**config.mk**
```make
export PLATFORM = sky130hd
export DESIGN_NAME = instruction_fetch
export DESIGN_NICKNAME = d
export VERILOG_FILES = /design/src/rtl/cpu_pkg.sv /design/src/rtl/pc_reg.sv /design/src/rtl/instruction_fetch.sv
export SDC_FILE = /design/constraint.sdc
export NUM_CORES = 1
export LEC_CHECK = 0
export CELL_PAD_IN_SITES_DETAIL_PLACEMENT = 0
export CELL_PAD_IN_SITES_GLOBAL_PLACEMENT = 2
export CORE_MARGIN = 4
export CORE_UTILIZATION = 25
export DETAILED_ROUTE_END_ITERATION = 10
export PLACE_DENSITY_LB_ADDON = 0.05
export SKIP_LAST_GASP = 1
export SYNTH_ARGS = -nofsm -noshare
export SYNTH_HDL_FRONTEND = slang
export SYNTH_HIERARCHICAL = 1
export SYNTH_SLANG_ARGS = --single-unit
```
**constraint.sdc**
```tcl
create_clock -name clk -period 2.8 [get_ports clk]
set_input_delay 0.84 -clock clk [delete_from_list [all_inputs] [get_ports clk]]
set_output_delay 0.84 -clock clk [all_outputs]
set_load 0.02 [all_outputs]
```
**src/rtl/cpu_pkg.sv**
```systemverilog
// Shared CPU definitions: instruction field positions, widths, the default
// halt opcode and the fetch-unit state encoding, plus field-extract helpers.
package cpu_pkg;
    localparam int ADDR_W  = 8;
    localparam int INSTR_W = 16;

    // Instruction word layout: [15:12] opcode, [11:10] reg1, [9:8] reg2,
    // [7:0] RAM address / jump target.
    localparam int OP_MSB  = 15;
    localparam int OP_LSB  = 12;
    localparam int R1_MSB  = 11;
    localparam int R1_LSB  = 10;
    localparam int R2_MSB  = 9;
    localparam int R2_LSB  = 8;
    localparam int ADR_MSB = 7;
    localparam int ADR_LSB = 0;

    localparam logic [3:0] HALT_OP_DEFAULT = 4'b1111;

    typedef enum logic [2:0] {
        ST_IDLE,
        ST_FETCH,
        ST_WAIT,
        ST_ISSUE,
        ST_HALT
    } fetch_state_t;

    function automatic logic [3:0] opcode_of(input logic [INSTR_W-1:0] w);
        return w[OP_MSB:OP_LSB];
    endfunction

    function automatic logic [ADDR_W-1:0] target_of(input logic [INSTR_W-1:0] w);
        return w[ADR_MSB:ADR_LSB];
    endfunction
endpackage

```
**src/rtl/pc_reg.sv**
```systemverilog
// Program counter: synchronous reset to RESET_PC, load (jump) has priority
// over increment; increment wraps 8'hFF -> 8'h00.
// Ports: clk, rst, load, inc, load_val[7:0] in; pc[7:0] out.
module pc_reg import cpu_pkg::*; #(
    parameter logic [ADDR_W-1:0] RESET_PC = 8'h00
) (
    input  logic              clk,
    input  logic              rst,
    input  logic              load,
    input  logic              inc,
    input  logic [ADDR_W-1:0] load_val,
    output logic [ADDR_W-1:0] pc
);
    always_ff @(posedge clk) begin
        if (rst)
            pc <= RESET_PC;
        else if (load)
            pc <= load_val;
        else if (inc)
            pc <= pc + 1'b1;  // natural 8-bit wrap
    end
endmodule

```
**src/rtl/instruction_fetch.sv**
```systemverilog
// Instruction fetch unit. Reads one 16-bit word per instruction from a
// program memory with 1-cycle read latency, holds it for the control unit
// until accepted, then advances or jumps the PC. A HALT_OP instruction,
// once accepted, parks the unit until reset.
// Ports: clk, rst, start in; imem_rd_en, imem_addr[7:0] out,
//        imem_rdata[15:0] in; instruction[15:0], instr_valid out;
//        instr_ready, pc_jump in; pc[7:0], halted, retired[15:0] out.
module instruction_fetch import cpu_pkg::*; #(
    parameter logic [ADDR_W-1:0] RESET_PC = 8'h00,
    parameter logic [3:0]        HALT_OP  = HALT_OP_DEFAULT
) (
    input  logic               clk,
    input  logic               rst,
    input  logic               start,
    output logic               imem_rd_en,
    output logic [ADDR_W-1:0]  imem_addr,
    input  logic [INSTR_W-1:0] imem_rdata,
    output logic [INSTR_W-1:0] instruction,
    output logic               instr_valid,
    input  logic               instr_ready,
    input  logic               pc_jump,
    output logic [ADDR_W-1:0]  pc,
    output logic               halted,
    output logic [15:0]        retired
);
    fetch_state_t state, state_nxt;
    logic handshake, is_halt, pc_load, pc_inc;

    always_ff @(posedge clk) begin
        if (rst)
            state <= ST_IDLE;
        else
            state <= state_nxt;
    end

    always_comb begin
        state_nxt   = state;
        imem_rd_en  = 1'b0;
        instr_valid = 1'b0;
        halted      = 1'b0;
        case (state)
            ST_IDLE:  if (start) state_nxt = ST_FETCH;
            ST_FETCH: begin
                imem_rd_en = 1'b1;
                state_nxt  = ST_WAIT;
            end
            ST_WAIT:  state_nxt = ST_ISSUE;
            ST_ISSUE: begin
                instr_valid = 1'b1;
                if (instr_ready)
                    state_nxt = is_halt ? ST_HALT : ST_FETCH;
            end
            ST_HALT:  halted = 1'b1;
            default:  state_nxt = ST_IDLE;
        endcase
    end

    assign is_halt   = (opcode_of(instruction) == HALT_OP);
    assign handshake = instr_valid & instr_ready;
    // A halting instruction leaves pc pointing at itself; pc_jump is don't-care.
    assign pc_load   = handshake & ~is_halt & pc_jump;
    assign pc_inc    = handshake & ~is_halt & ~pc_jump;

    pc_reg #(.RESET_PC(RESET_PC)) u_pc (
        .clk      (clk),
        .rst      (rst),
        .load     (pc_load),
        .inc      (pc_inc),
        .load_val (target_of(instruction)),
        .pc       (pc)
    );

    assign imem_addr = pc;

    // Read data arrives during WAIT; capture it at the end of that cycle.
    // Reset wins, so a read in flight at reset is dropped.
    always_ff @(posedge clk) begin
        if (rst)
            instruction <= '0;
        else if (state == ST_WAIT)
            instruction <= imem_rdata;
    end

    always_ff @(posedge clk) begin
        if (rst)
            retired <= '0;
        else if (handshake && retired != 16'hFFFF)
            retired <= retired + 1'b1;
    end
endmodule

```
After elaboration in Yosys (flattened, before gate mapping)

Index checks and enable logic that the tools add are counted.

Bits in registers: 43
Latch bits: 0
RAM bits: 0
Bits in read-only memories: 0
Word-level logic and storage cells: 34
Memories kept: 0

Add/subtract/negate cells: 2
Multiply operators: 0
Divide/modulo/power cells: 0
$lt $le $gt $ge: 0
Eq/ne operators: 8
Shifts and indexed selects: 0
Multiplexer cells: 9
Bitwise operators: 7
Reduce and logical (&&, ||, !) cells: 4

Operators with widths:

| kind                    | number |
|---|---|
| $add A16 B1 Y16 const B | 1 |
| $mux W8                 | 2 |
| $ne A16 B16 Y1 const B  | 1 |
| $pmux W3 S5             | 1 |
| $mux W3                 | 3 |
| $add A8 B1 Y8 const B   | 1 |
| $eq A3 B2 Y1 const B    | 2 |
| $and A1 B1 Y1           | 4 |
| $eq A4 B4 Y1 const B    | 1 |
| $ne A2 B2 Y1 const B    | 2 |
| $eq A3 B1 Y1 const B    | 1 |
| $eq A3 B3 Y1 const B    | 1 |
| $logic_not A3 Y1        | 1 |
| $mux W1                 | 3 |
| $not A1 Y1              | 3 |
| $reduce_and A3 Y1       | 1 |
| $reduce_bool A2 Y1      | 1 |
| $logic_and A1 B1 Y1     | 1 |

Longest topological paths before layout

Depth in word-level cells: 7
Gate-level depth with buffers: 8
Mapped depth without buffers: 6

Cells and area by module

The synthesis kept the hierarchy.

By module, submodules not included:

| module            | times used | cells an instance | area each (µm²) | seq. area each (µm²) |
|---|---|---|---|---|
| instruction_fetch | 1          | 194               | 1626.6          | 700.7 |
| pc_reg            | 1          | 53                | 464.2           | 160.2 |

Worst setup path after synthesis

Ideal clock, no wire load.

Kind: in2reg
Start point: input port instr_ready
End point: register u_pc.pc[7]
Arrival time: 2300 ps
Setup slack: 421 ps
Stages: 7
Path buffers: 1
Cells stage by stage: and4b_2 > nand2_1 > nor2_1 > buf_6 > or3b_1 > or4_1 > o211ai_1

Cells in the longest elaborated chain, start to end: 4
Elaborated cells on any way between the ends: 6

RTL lines:

| item                                | line                    | text |
|---|---|---|
| from (decl)                         | instruction_fetch.sv:20 | `input logic instr_ready,` |
| $and A1 B1 Y1                       | instruction_fetch.sv:59 | `assign handshake = instr_valid & instr_ready;` |
| $and A1 B1 Y1 (2 in a row)          | instruction_fetch.sv:62 | `assign pc_inc = handshake & ~is_halt & ~pc_jump;` |
| named net pc_inc                    | instruction_fetch.sv:27 | `logic handshake, is_halt, pc_load, pc_inc;` |
| $reduce_bool A2 Y1 (no source line) | -                       |  |
| to (signal assigned)                | pc_reg.sv:18            | `pc <= load_val;` |
| to (signal assigned)                | pc_reg.sv:20            | `pc <= pc + 1'b1;` |
| to (decl)                           | pc_reg.sv:12            | `output logic [ADDR_W-1:0] pc` |

The timed path passes the listed nets, and every way through them passes these cells.
A chain may end at the register's enable or synchronous reset.

Worst setup path in the final report

Start point: input port instr_ready
End point: register u_pc.pc[5]

The elaborated chain is that of the path after synthesis.

==> impl_metrics.tcl <==
set metrics [dict create \
    root_buffer "clkbuf_8" \
    yosysSeqAreaShare_pct 41.2 \
    ys.flop_type "dfxtp_1" \
    timing.fmax_ghz 0.400 \
    required_ns 3.02 \
    synthDistinctLibCells 46 \
    io_buffers 71 \
    fill_cells 867 \
    synth_area_um2 2090 \
    via_per_inst 4.74 \
    intPower_mw 0.928 \
    min_period_over_period_pct 89.2 \
    worst_pin_slew_ns 0.739 \
    final_common_cell "clkdlybuf4s50_1" \
    powerDensity_nw_per_um2 414 \
    ctsHoldBuffers 0 \
    drtIter0Drc 65 \
    p_clk_share_pct 35.2 \
    grt_setup_unrepaired "false" \
    min_path_type "flop to flop" \
    gp_congestion 0.715 \
    synth_top_area_cell "dfxtp_1" \
    ant_nets 0 \
    wl_per_cell_um 14.1 \
    final_cell_mix "70 x clkdlybuf4s50_1, 43 x dfxtp_1, 40 x nand2_1" \
    fp-row-count 33 \
    fin_worst_skew_ns 0.00550 \
    place_area_um2 2860 \
    cts_tree "yes" \
    multi_input_area_um2 1090 \
    sw_frac_of_total_pct 24.3 \
    routed_wl_mm 5.93 \
    drive_gt1_share_pct 7.64 \
    clock_latency_ns 0.29 \
    power.share.sequential_pct 52.7 \
    hold_viol 0 \
    numCtsBuffers 5 \
    grt_max_degree 48 \
    grt_pass1_vias 2027 \
    die_w_um 99.5 \
    antenna_found_initial 0 \
    dr.pass1.iters 4 \
    dpl.hpwl_mm 4.34 \
    layout.nets 336 \
    synthTopCellsByArea "dfxtp_1 41%, nand2_1 7.2%, a21oi_1 6.2%, buf_4 3.6%, nor2_1 3.4%" \
    final_area_um2 2960 \
    syn-num-nets 270 \
    synthCells 247 \
    cts_resized 0 \
    arrival_ns 2.71 \
    design.core.area_um2 8180 \
    regArea_um2 861 \
    ys_ff_latch 43 \
    outcome "finished clean" \
    crit_fanout 3 \
    fin_util_pct 36.2 \
    post_cts_buffers 0 \
    leakage_nw 0.996 \
    setup_viol_count_final 0 \
    synthArstFlopShare_pct 0 \
    drv_cap 0 \
    grt_pass1_wl_mm 9.93 \
    via_count 1986 \
    syn_area_per_cell_um2 8.46 \
    setup_tns_ns 0 \
    diodes 0 \
    criticalPathCategory "primary input to flop" \
    start_kind "primary input" \
    grt_overflow 0 \
    synth-edff-count 0 \
    comb_power_share_pct 12.1 \
    cts_sinks 43 \
    synth_top_area_share_pct 41.2 \
    area_growth_pct 41.7 \
    min_period_ns 2.50 \
    cts_buffer_depth 2 \
    die_area_um2 9890 \
    p_sw_mw 0.298 \
    slew_viol_final 0 \
    die_h_um 99.5 \
    ir_drop_mv 0.186 \
    grt.total_usage_pct 12.4 \
    cp-end-kind "flop" \
    cts_max_level 2 \
    initial_core_util_pct 25.6 \
    clk_pin_slew_ns 0.08 \
    maxSlewHeadroom_pct 50.2 \
    ios 72 \
    drc 0 \
    ys.warnings.count 6 \
]
[per-stage QoR]
step           worst slack [ns]  instances  total power, mW  hold slack (ns)
6_report                  0.302        419             1.23            0.461
5_1_grt                   0.233        419             1.30            0.486
4_1_cts                   0.308        419             1.26            0.466
3_5_place_dp          -0.000702        411            0.813            0.454
3_3_place_gp             0.0396        411            0.813            0.447
2_1_floorplan             0.421        247            0.731            0.506
[cell type report]
cell class / count / area share [%]
Multi-Input combinational cell: 180 / 36.7
Sequential cell: 43 / 29.1
Timing Repair Buffer: 80 / 26.1
Tap cell: 105 / 4.43
Clock buffer: 8 / 3.38
Inverter: 3 / 0.380
[synthesized netlist by cell type, drive strengths merged (2+ instances only)]
| master | instances |
|---|---|
| mux2i | 4 |
| nand3 | 5 |
| nand2 | 40 |
| buf | 14 |
| inv | 3 |
| nor3 | 4 |
| nand4 | 12 |
| nor2 | 19 |
| o21ai | 6 |
| a211oi | 5 |
| or3b | 2 |
| o31ai | 2 |
| ha | 2 |
| dfxtp | 43 |
| mux2 | 4 |
| nor4 | 6 |
| nor3b | 5 |
| or4 | 4 |
| xor2 | 6 |
| a21oi | 26 |
| and3 | 4 |
| o211ai | 4 |
| or3 | 4 |
| nor2b | 3 |
| clkbuf | 7 |
[worst max-delay path, cell delays in order]
cell	delay, ns
clkdlybuf4s50_1	0.49
and4b_2	0.26
nand2_1	0.06
nor2_1	0.11
or3b_1	0.38
or4_1	0.49
o211ai_1	0.09
[cells by family after synthesis]
| kind of cell | Yosys count | synth area share [%] |
|---|---|---|
| compound gates | 49 | 14.8 |
| xor+xnor | 6 | 2.51 |
| fa+ha+maj | 2 | 1.20 |
| buf+inv | 24 | 6.88 |
| flops | 43 | 41.2 |
| mux | 8 | 4.07 |
| simple gates | 115 | 29.4 |
[final timing paths]
path | start | endpoint | slack, ns | depth (start not counted)
max reg2reg | retired[0] | retired[1] | 0.57 | 6
min | instruction[11] | instruction[11] | 0.46 | 2
max | instr_ready | u_pc/pc[5] | 0.30 | 7
min reg2reg | instruction[11] | instruction[11] | 0.46 | 2
[layer usage]
metal	wire length [µm]	track usage, %	vias up	share of wire (%)
met5	0	0	-	0
met1	2640	14.9	919	45
met2	2970	22.0	44	50
met3	232	2.52	8	3.9
li1	-	-	1015	-
met4	88	4.10	0	1.5
[power by group through the flow]
stage	combinational, mW	clock, mW	sequential (mW)
after floorplan	0.0584	0	0.672
after global placement	0.153	0	0.661
after detailed placement	0.152	0	0.661
after CTS	0.153	0.461	0.646
after global routing	0.162	0.487	0.651
final	0.149	0.431	0.646
No activity file was read; power rests on OpenSTA's default activity.
